===== src/rtl/alarm_clock.sv =====
// alarm_clock: 24-hour BCD HH:MM:SS clock advanced once per clk edge (1 Hz),
// with two HH:MM alarms driving a latched alarm_out and six 7-segment decoders.
module alarm_clock (
   input  logic        clk,
   input  logic        reset,
   input  logic [15:0] alarm1,
   input  logic [15:0] alarm2,
   input  logic        stop_alarm,
   input  logic        alarm_en,
   output logic [3:0]  hour1,
   output logic [3:0]  hour0,
   output logic [3:0]  min1,
   output logic [3:0]  min0,
   output logic [3:0]  sec1,
   output logic [3:0]  sec0,
   output logic        alarm_out,
   output logic [6:0]  d1,
   output logic [6:0]  d2,
   output logic [6:0]  d3,
   output logic [6:0]  d4,
   output logic [6:0]  d5,
   output logic [6:0]  d6
);

   logic [3:0] nxt_h1, nxt_h0, nxt_m1, nxt_m0, nxt_s1, nxt_s0;
   logic       hit1, hit2;

   // An alarm word is usable only if every nibble is BCD and HH:MM is a real time.
   function automatic logic alarm_valid(input logic [15:0] a);
      logic ok;
      ok = (a[15:12] <= 4'd2) && (a[11:8] <= 4'd9) &&
           (a[7:4]   <= 4'd5) && (a[3:0]  <= 4'd9);
      if (a[15:12] == 4'd2 && a[11:8] > 4'd3)
         ok = 1'b0;
      return ok;
   endfunction

   // Match against the time about to be loaded, so alarm_out rises with HH:MM:00.
   function automatic logic alarm_hit(input logic [15:0] a,
                                      input logic [15:0] hhmm,
                                      input logic [3:0]  s1,
                                      input logic [3:0]  s0);
      return alarm_valid(a) && (a == hhmm) && (s1 == 4'd0) && (s0 == 4'd0);
   endfunction

   // Active-high segments, bit6..bit0 = a..g; non-decimal values blank the digit.
   function automatic logic [6:0] seg7(input logic [3:0] v);
      logic [6:0] s;
      case (v)
         4'd0:    s = 7'b1111110;
         4'd1:    s = 7'b0110000;
         4'd2:    s = 7'b1101101;
         4'd3:    s = 7'b1111001;
         4'd4:    s = 7'b0110011;
         4'd5:    s = 7'b1011011;
         4'd6:    s = 7'b1011111;
         4'd7:    s = 7'b1110000;
         4'd8:    s = 7'b1111111;
         4'd9:    s = 7'b1111011;
         default: s = 7'b0000000;
      endcase
      return s;
   endfunction

   // BCD carry chain producing the time one second ahead, wrapping 23:59:59 to 00:00:00.
   always_comb begin
      nxt_h1 = hour1;
      nxt_h0 = hour0;
      nxt_m1 = min1;
      nxt_m0 = min0;
      nxt_s1 = sec1;
      nxt_s0 = sec0;
      if (sec0 != 4'd9) begin
         nxt_s0 = sec0 + 4'd1;
      end else begin
         nxt_s0 = 4'd0;
         if (sec1 != 4'd5) begin
            nxt_s1 = sec1 + 4'd1;
         end else begin
            nxt_s1 = 4'd0;
            if (min0 != 4'd9) begin
               nxt_m0 = min0 + 4'd1;
            end else begin
               nxt_m0 = 4'd0;
               if (min1 != 4'd5) begin
                  nxt_m1 = min1 + 4'd1;
               end else begin
                  nxt_m1 = 4'd0;
                  if (hour1 == 4'd2 && hour0 == 4'd3) begin
                     nxt_h1 = 4'd0;
                     nxt_h0 = 4'd0;
                  end else if (hour0 == 4'd9) begin
                     nxt_h0 = 4'd0;
                     nxt_h1 = hour1 + 4'd1;
                  end else begin
                     nxt_h0 = hour0 + 4'd1;
                  end
               end
            end
         end
      end
   end

   assign hit1 = alarm_hit(alarm1, {nxt_h1, nxt_h0, nxt_m1, nxt_m0}, nxt_s1, nxt_s0);
   assign hit2 = alarm_hit(alarm2, {nxt_h1, nxt_h0, nxt_m1, nxt_m0}, nxt_s1, nxt_s0);

   // Time-of-day registers: cleared asynchronously, advanced one second per edge.
   always_ff @(posedge clk or negedge reset) begin
      if (!reset) begin
         hour1 <= 4'd0;
         hour0 <= 4'd0;
         min1  <= 4'd0;
         min0  <= 4'd0;
         sec1  <= 4'd0;
         sec0  <= 4'd0;
      end else begin
         hour1 <= nxt_h1;
         hour0 <= nxt_h0;
         min1  <= nxt_m1;
         min0  <= nxt_m0;
         sec1  <= nxt_s1;
         sec0  <= nxt_s0;
      end
   end

   // Latched alarm: stop and disable override a match; otherwise hold until cleared.
   always_ff @(posedge clk or negedge reset) begin
      if (!reset)
         alarm_out <= 1'b0;
      else if (stop_alarm)
         alarm_out <= 1'b0;
      else if (!alarm_en)
         alarm_out <= 1'b0;
      else if (hit1 || hit2)
         alarm_out <= 1'b1;
   end

   assign d1 = seg7(hour1);
   assign d2 = seg7(hour0);
   assign d3 = seg7(min1);
   assign d4 = seg7(min0);
   assign d5 = seg7(sec1);
   assign d6 = seg7(sec0);

endmodule


===== config.mk =====
export PLATFORM = sky130hd
export DESIGN_NAME = alarm_clock
export DESIGN_NICKNAME = d
export VERILOG_FILES = /design/src/rtl/alarm_clock.sv
export SDC_FILE = /design/constraint.sdc
export NUM_CORES = 1
export LEC_CHECK = 0
export BUFFER_PORTS_ARGS = -buffer_cell sky130_fd_sc_hd__buf_4
export CORE_MARGIN = 4
export CORE_UTILIZATION = 45
export DETAILED_ROUTE_END_ITERATION = 6
export GPL_TIMING_DRIVEN = 0
export PLACE_DENSITY = 0.71
export SLEW_MARGIN = 20
export SYNTH_ARGS = -nofsm -noshare
export SYNTH_HDL_FRONTEND = slang
export SYNTH_SLANG_ARGS = --single-unit

===== constraint.sdc =====
create_clock -name clk -period 4 [get_ports clk]
set_clock_uncertainty 0.2 [all_clocks]
set_input_delay 0.2 -clock clk [delete_from_list [all_inputs] [get_ports clk]]
set_output_delay 0.2 -clock clk [all_outputs]
set_load 0.03 [all_outputs]

==> impl_metrics.yaml, run 1 <==
run_status:
  outcome: "complete, no violations"
power:
  finalPower_mw: 0.496
  powerDensity_nw_per_um2: 114
  p_leak_nw: 2.00
  ir_worst_vdd_mv: 0.115
critical_path:
  worstPathRequired_ns: 4.02
  path_common_cell: "nand4_1"
  slowest_delay_ns: 0.54
  arrival_ns: 3.63
  crit_type: "reg2reg"
  path_buf_inv: 2
  endpoint_kind: "flop"
  start_kind: "flop"
  critPathSlowestCell: "a2111oi_1"
  critPathMaxFanout: 10
  cpLargestDelayFamily: "compound AO/OA/AOI/OAI gates"
  worstPathCellList: "inv_1 > ha_1 > and3b_1 > clkbuf_1 > nand4_1 > o31ai_2 > xnor2_1 > nand2_1 > a2111oi_1 > nand4_1 > o211ai_2"
sta:
  hold_viol: 0
  setup_violations: 0
  max_freq_ghz: 0.276
  period_share_pct: 90.5
  tightest_slew_ns: 0.611
  rsz0062_at_grt: "false"
  min_period_ns: 3.62
  finalSetupTns_ns: 0
  slew_headroom_pct: 58.2
  maxSlewViolCount: 0
yosys:
  ys_warn_count: 0
  syn-cell-area_um2: 3390
  avgSynthCellArea_um2: 7.95
  yosysTopAreaCellShare_pct: 18.5
  synth-seq-cells: 25
  synthArstFlopShare_pct: 100
  synth_area_leaders: "dfrtp_1 (18%), ha_1 (16%), o21ai_0 (6.1%), xnor2_1 (5.7%), a21oi_1 (5.6%)"
  netlist_instances: 426
  synth_cell_type_count: 74
  synthTopCellsByCount: "ha_1 (44), o21ai_0 (41), a21oi_1 (38)"
  yosysSeqAreaShare_pct: 18.5
  synth_edf_count: 0
  synth_largest_area_cell: "dfrtp_1"
  yosysMostFrequentCell: "ha_1"
  syn_nets: 506
  synthFlopType: "dfrtp_1"
cts:
  cts.path.max_buffers: 2
  cts_sinks: 25
  postCtsSetupBuffers: 0
  cts_htree_levels: 1
  root_buffer: "clkbuf_8"
  cts_tree: "built"
  insertion_delay_ns: 0.28
  clk_pin_slew_worst_paths_ns: 0.10
  numCtsBuffers: 3
route:
  drt-wirelength-per-cell_um: 16.8
  ant_nets: 0
  drt-initial-drc-count: 292
  viasPerCell: 5.64
  drc_errors: 0
  drtPass1Iterations: 5
  wl_um: 10600
  num_vias: 3565
cells_and_area:
  antenna_cells: 0
  drive_gt1_share_pct: 25.7
  area_growth_pct: 28.0
  final_util_pct: 59.5
  instances_no_fill: 632
  fin_nets: 614
floorplan:
  core_um2: 7290
  rows: 31
  fp.dieH_um: 94.8
  die_w_um: 94.8
  die-area_um2: 8980
  start_util_pct: 46.4
  boundaryPins: 103
placed_design:
  dp_cells: 627
  port_buffers: 102
  hpwl_um: 8390
  gp_congestion: 0.952
global_route:
  grt_overflow_total: 0
  grt_pass1_vias: 3318
  grt_pass1_wl_um: 16900
  antenna_found_initial: 0
  grtUsageTotal_pct: 23.6
  grt_max_degree: 26
min_path:
  min_path_type: "in2reg"
job:
  drv_cap: 0
[worst register-to-register path: cells and delay by family (launching register included)]
kind | cells | cell delay [ns]
AO/OA/AOI/OAI | 3 | 1.13
XOR/XNOR | 1 | 0.17
buffers and inverters | 2 | 0.51
flip-flops | 1 | 0.51
AND/OR/NAND/NOR | 4 | 0.79
adder cells (fa/ha/maj) | 1 | 0.24
[power by group]
group / internal [mW] / leakage [nW] / total (mW) / switching (mW)
Sequential: 0.253 / 0.335 / 0.253 / 0
Combinational: 0.0395 / 1.64 / 0.0756 / 0.0360
Clock: 0.0710 / 0.0217 / 0.167 / 0.0964
[kinds of logic (layout without fill, tap and decap cells)]
kind of cell / count (synthesis) / count (layout) / synth area share [%]
XOR/XNOR: 33 / 33 / 8.94
multiplexers: 5 / 5 / 1.55
buffers and inverters: 57 / 164 / 7.46
flip-flops: 25 / 25 / 18.5
adder cells (fa/ha/maj): 44 / 44 / 16.3
AO/OA/AOI/OAI: 137 / 137 / 26.5
AND/OR/NAND/NOR: 125 / 125 / 20.9
[state kept, by name, indices dropped and copies added, names as in the netlist]
| signal | count |
|---|---|
| min1 | 4 |
| alarm_out | 1 |
| hour1 | 4 |
| sec0 | 4 |
| sec1 | 4 |
| hour0 | 4 |
| min0 | 4 |
[worst paths after layout]
kind,to,slack [ns],start,cells after the start
max,alarm_out,0.38,min0[1],11
min,alarm_out,0.07,stop_alarm,4
max reg2reg,alarm_out,0.38,min0[1],11
min reg2reg,alarm_out,0.38,alarm_out,2
max in group asynchronous,min0[0],3.17,reset,2
min in group asynchronous,hour1[3],0.16,reset,2
[stage by stage]
step           instance area (um2)  hold slack, ns  worst slack [ns]
2_1_floorplan                 3390          -0.296             0.982
3_5_place_dp                  4280         -0.0603             0.258
4_1_cts                       4340          0.0585             0.234
5_1_grt                       4340          0.0885            0.0513
6_report                      4340          0.0723             0.382
3_3_place_gp                  4280         -0.0619             0.196
[metal layers]
metal	track usage (%)	vias up	share of wire (%)
li1	-	1743	-
met1	33.0	1650	45
met2	38.6	160	47
met3	4.06	12	7.1
met4	3.97	0	0.94
met5	0	-	0
[final cells by class]
type                       count  area (um2)
clock buffer                   3        41.3
multi-input combinational    344        2510
fill                         742        2960
timing repair buffer         103         776
sequential                    25         626
tap                           99         124
inverter                      37         139
buffer                        20         114
clock inverter                 1        7.51
[placed cells by master, fill, tap and decap left out, types with 7 or more instances in the layout]
| cell | instances |
|---|---|
| a21oi_1 | 38 |
| ha_1 | 44 |
| dfrtp_1 | 25 |
| o22ai_1 | 8 |
| nand4_1 | 11 |
| xnor2_1 | 22 |
| nand2_1 | 29 |
| buf_4 | 104 |
| o21ai_0 | 41 |
| nor2_1 | 30 |
| xor2_1 | 10 |
| nor3_1 | 7 |
| clkbuf_1 | 7 |
| nand3_1 | 11 |
| inv_1 | 35 |
[what timing repair did]
item	4_1_cts	5_1_grt
hold endpoints to repair	25	0
hold buffers	1	0
endpoints found under the setup margin	0	1
resized for setup	0	1
Power figures use the tool's default switching activity.
==> run 2: changes to the inputs <==
--- a/config.mk
+++ b/config.mk
@@ -8,8 +8,7 @@
 export BUFFER_PORTS_ARGS = -buffer_cell sky130_fd_sc_hd__buf_4
 export CORE_MARGIN = 4
-export CORE_UTILIZATION = 45
+export CORE_UTILIZATION = 39
 export DETAILED_ROUTE_END_ITERATION = 6
 export GPL_TIMING_DRIVEN = 0
-export PLACE_DENSITY = 0.71
 export SLEW_MARGIN = 20
 export SYNTH_ARGS = -nofsm -noshare
==> constraint.sdc (replaced) <==
create_clock -name clk -period 4 [get_ports clk]
set_clock_uncertainty 0.2 [all_clocks]
set_input_delay 0.2 -clock clk [delete_from_list [all_inputs] [get_ports clk]]
set_output_delay 0.2 -clock clk [all_outputs]
set_load 0.01 [all_outputs]
==> run 2 against run 1 <==
Non-clock buffer count unchanged. Setup slack worse by 0.058 ns. Global-route usage down 2.7 points. Maximum frequency down 1.6%. Count of clock-buffer cells in the layout unchanged. Sequential share of layout area about the same. Highest routed layer unchanged.
==> impl_metrics.yaml, run 2 (synthesis results as in run 1) <==
cts:
  postCtsSetupBuffers: 0
  cts.path.max_buffers: 2
  cts_tree: "built"
  root_buffer: "clkbuf_8"
  clk_pin_slew_worst_paths_ns: 0.11
  cts_htree_levels: 1
  insertion_delay_ns: 0.29
  cts_sinks: 25
  numCtsBuffers: 3
run_status:
  outcome: "complete, no violations"
min_path:
  hold_path_startpoint: "stop_alarm"
  min_path_type: "in2reg"
  hold_depth: 4
  hold_end: "alarm_out"
global_route:
  grt_overflow_total: 0
  antenna_found_initial: 0
  grt_pass1_wl_um: 17400
  grt_pass1_vias: 3428
  grt_max_degree: 26
  grtUsageTotal_pct: 20.9
critical_path:
  worstPathCellList: "inv_1 > ha_1 > and3b_1 > clkbuf_1 > nand4_1 > o31ai_4 > xnor2_1 > nand2_1 > a2111oi_0 > nand4_1 > o211ai_2"
  start_kind: "flop"
  arrival_ns: 3.70
  worstPathRequired_ns: 4.02
  critPathSlowestCell: "dfrtp_1"
  r2r-end: "alarm_out"
  crit_type: "reg2reg"
  reg2reg_slack_ns: 0.32
  reg2regPathDepth: 11
  reg2reg_from: "min0[1]"
  critPathMaxFanout: 10
  slowest_delay_ns: 0.52
  endpoint_kind: "flop"
  path_common_cell: "nand4_1"
job:
  drv_cap: 0
cells_and_area:
  most-common-layout-cells: "buf_4 (104), ha_1 (44), o21ai_0 (41)"
  fin_nets: 614
  final_area_um2: 4350
  drive_gt1_share_pct: 25.7
  instances_no_fill: 638
  area_growth_pct: 28.5
  fillCellCount: 848
  final_util_pct: 52.2
  final_common_cell: "buf_4"
  antenna_cells: 0
route:
  wl_um: 10800
  viasPerCell: 5.56
  drc_errors: 0
  num_vias: 3545
  drtPass1Iterations: 5
  drt-wirelength-per-cell_um: 17.0
  drt-initial-drc-count: 176
  ant_nets: 0
placed_design:
  hpwl_um: 8550
  dp_cells: 633
  gp_congestion: 0.932
  port_buffers: 102
  placed_cell_area_um2: 4280
  place_ws_ns: 0.349
sta:
  finalSetupTns_ns: 0
  tightest_slew_ns: 0.631
  period_share_pct: 91.9
  hold_viol: 0
  slew_headroom_pct: 57.6
  timing.final.ws_setup_ns: 0.324
  setup_violations: 0
  rsz0062_at_grt: "false"
  min_period_ns: 3.68
  max_freq_ghz: 0.272
  maxSlewViolCount: 0
power:
  powerDensity_nw_per_um2: 116
  p_leak_nw: 2.00
  ir_worst_vdd_mv: 0.119
floorplan:
  fp.dieH_um: 101
  die-area_um2: 10200
  core_um2: 8340
  die_w_um: 101
  rows: 33
  boundaryPins: 103
  start_util_pct: 40.6
## run 2: final cells by class
type                    count  area [um2]  area share, %
multi-input cells         344        2520           57.8
repair buffers            103         776           17.8
flip-flops and latches     25         626           14.4
inverters                  37         139           3.19
well taps                 105         131           3.02
plain buffers              20         114           2.62
clock buffers               3        41.3          0.949
clock inverters             1        7.51          0.173
## run 2: through the flow
step	power, mW	hold slack (ns)
floorplan	0.282	-0.296
global placement	0.332	-0.0594
detailed placement	0.332	-0.0536
CTS	0.502	0.0534
global route	0.519	0.0772
finish	0.503	0.0478
## run 2: worst max path at each step
stage | from | to | slack (ns) | cells past startpoint
6_report | min0[1] | alarm_out | 0.32 | 11
5_1_grt | min0[1] | alarm_out | 0.05 | 11
4_1_cts | min0[1] | alarm_out | 0.30 | 11
3_3_place_gp | min0[1] | alarm_out | 0.35 | 11
2_1_floorplan | sec1[1] | alarm_out | 1.09 | 10
3_5_place_dp | min0[1] | alarm_out | 0.35 | 11
## run 2: where the power goes
group          switching (mW)  internal (mW)  leakage [nW]
registers                   0          0.253         0.335
logic                  0.0365         0.0395          1.64
clock network           0.103         0.0712        0.0217
total                   0.140          0.363          2.00
## run 2: critical path: cells and delay by family, from the launching register on
family / cells / cell delay, ns
adders and majority gates: 1 / 0.25
DFF: 1 / 0.52
buffers and inverters: 2 / 0.52
AOI/OAI and AO/OA: 3 / 1.05
xor gates and xnor gates: 1 / 0.17
and+or+nand+nor: 4 / 0.89
## run 2: per-layer routing
metal,wire length (um),track usage (%)
met2,4860,33.3
met4,197,4.60
met1,5030,29.9
met5,0,0
met3,739,3.37
## run 2: timing repair
action	in CTS	in global routing
endpoints found under the hold margin	25	0
setup endpoints to repair	0	1
resized for setup	0	1
hold buffers	1	0
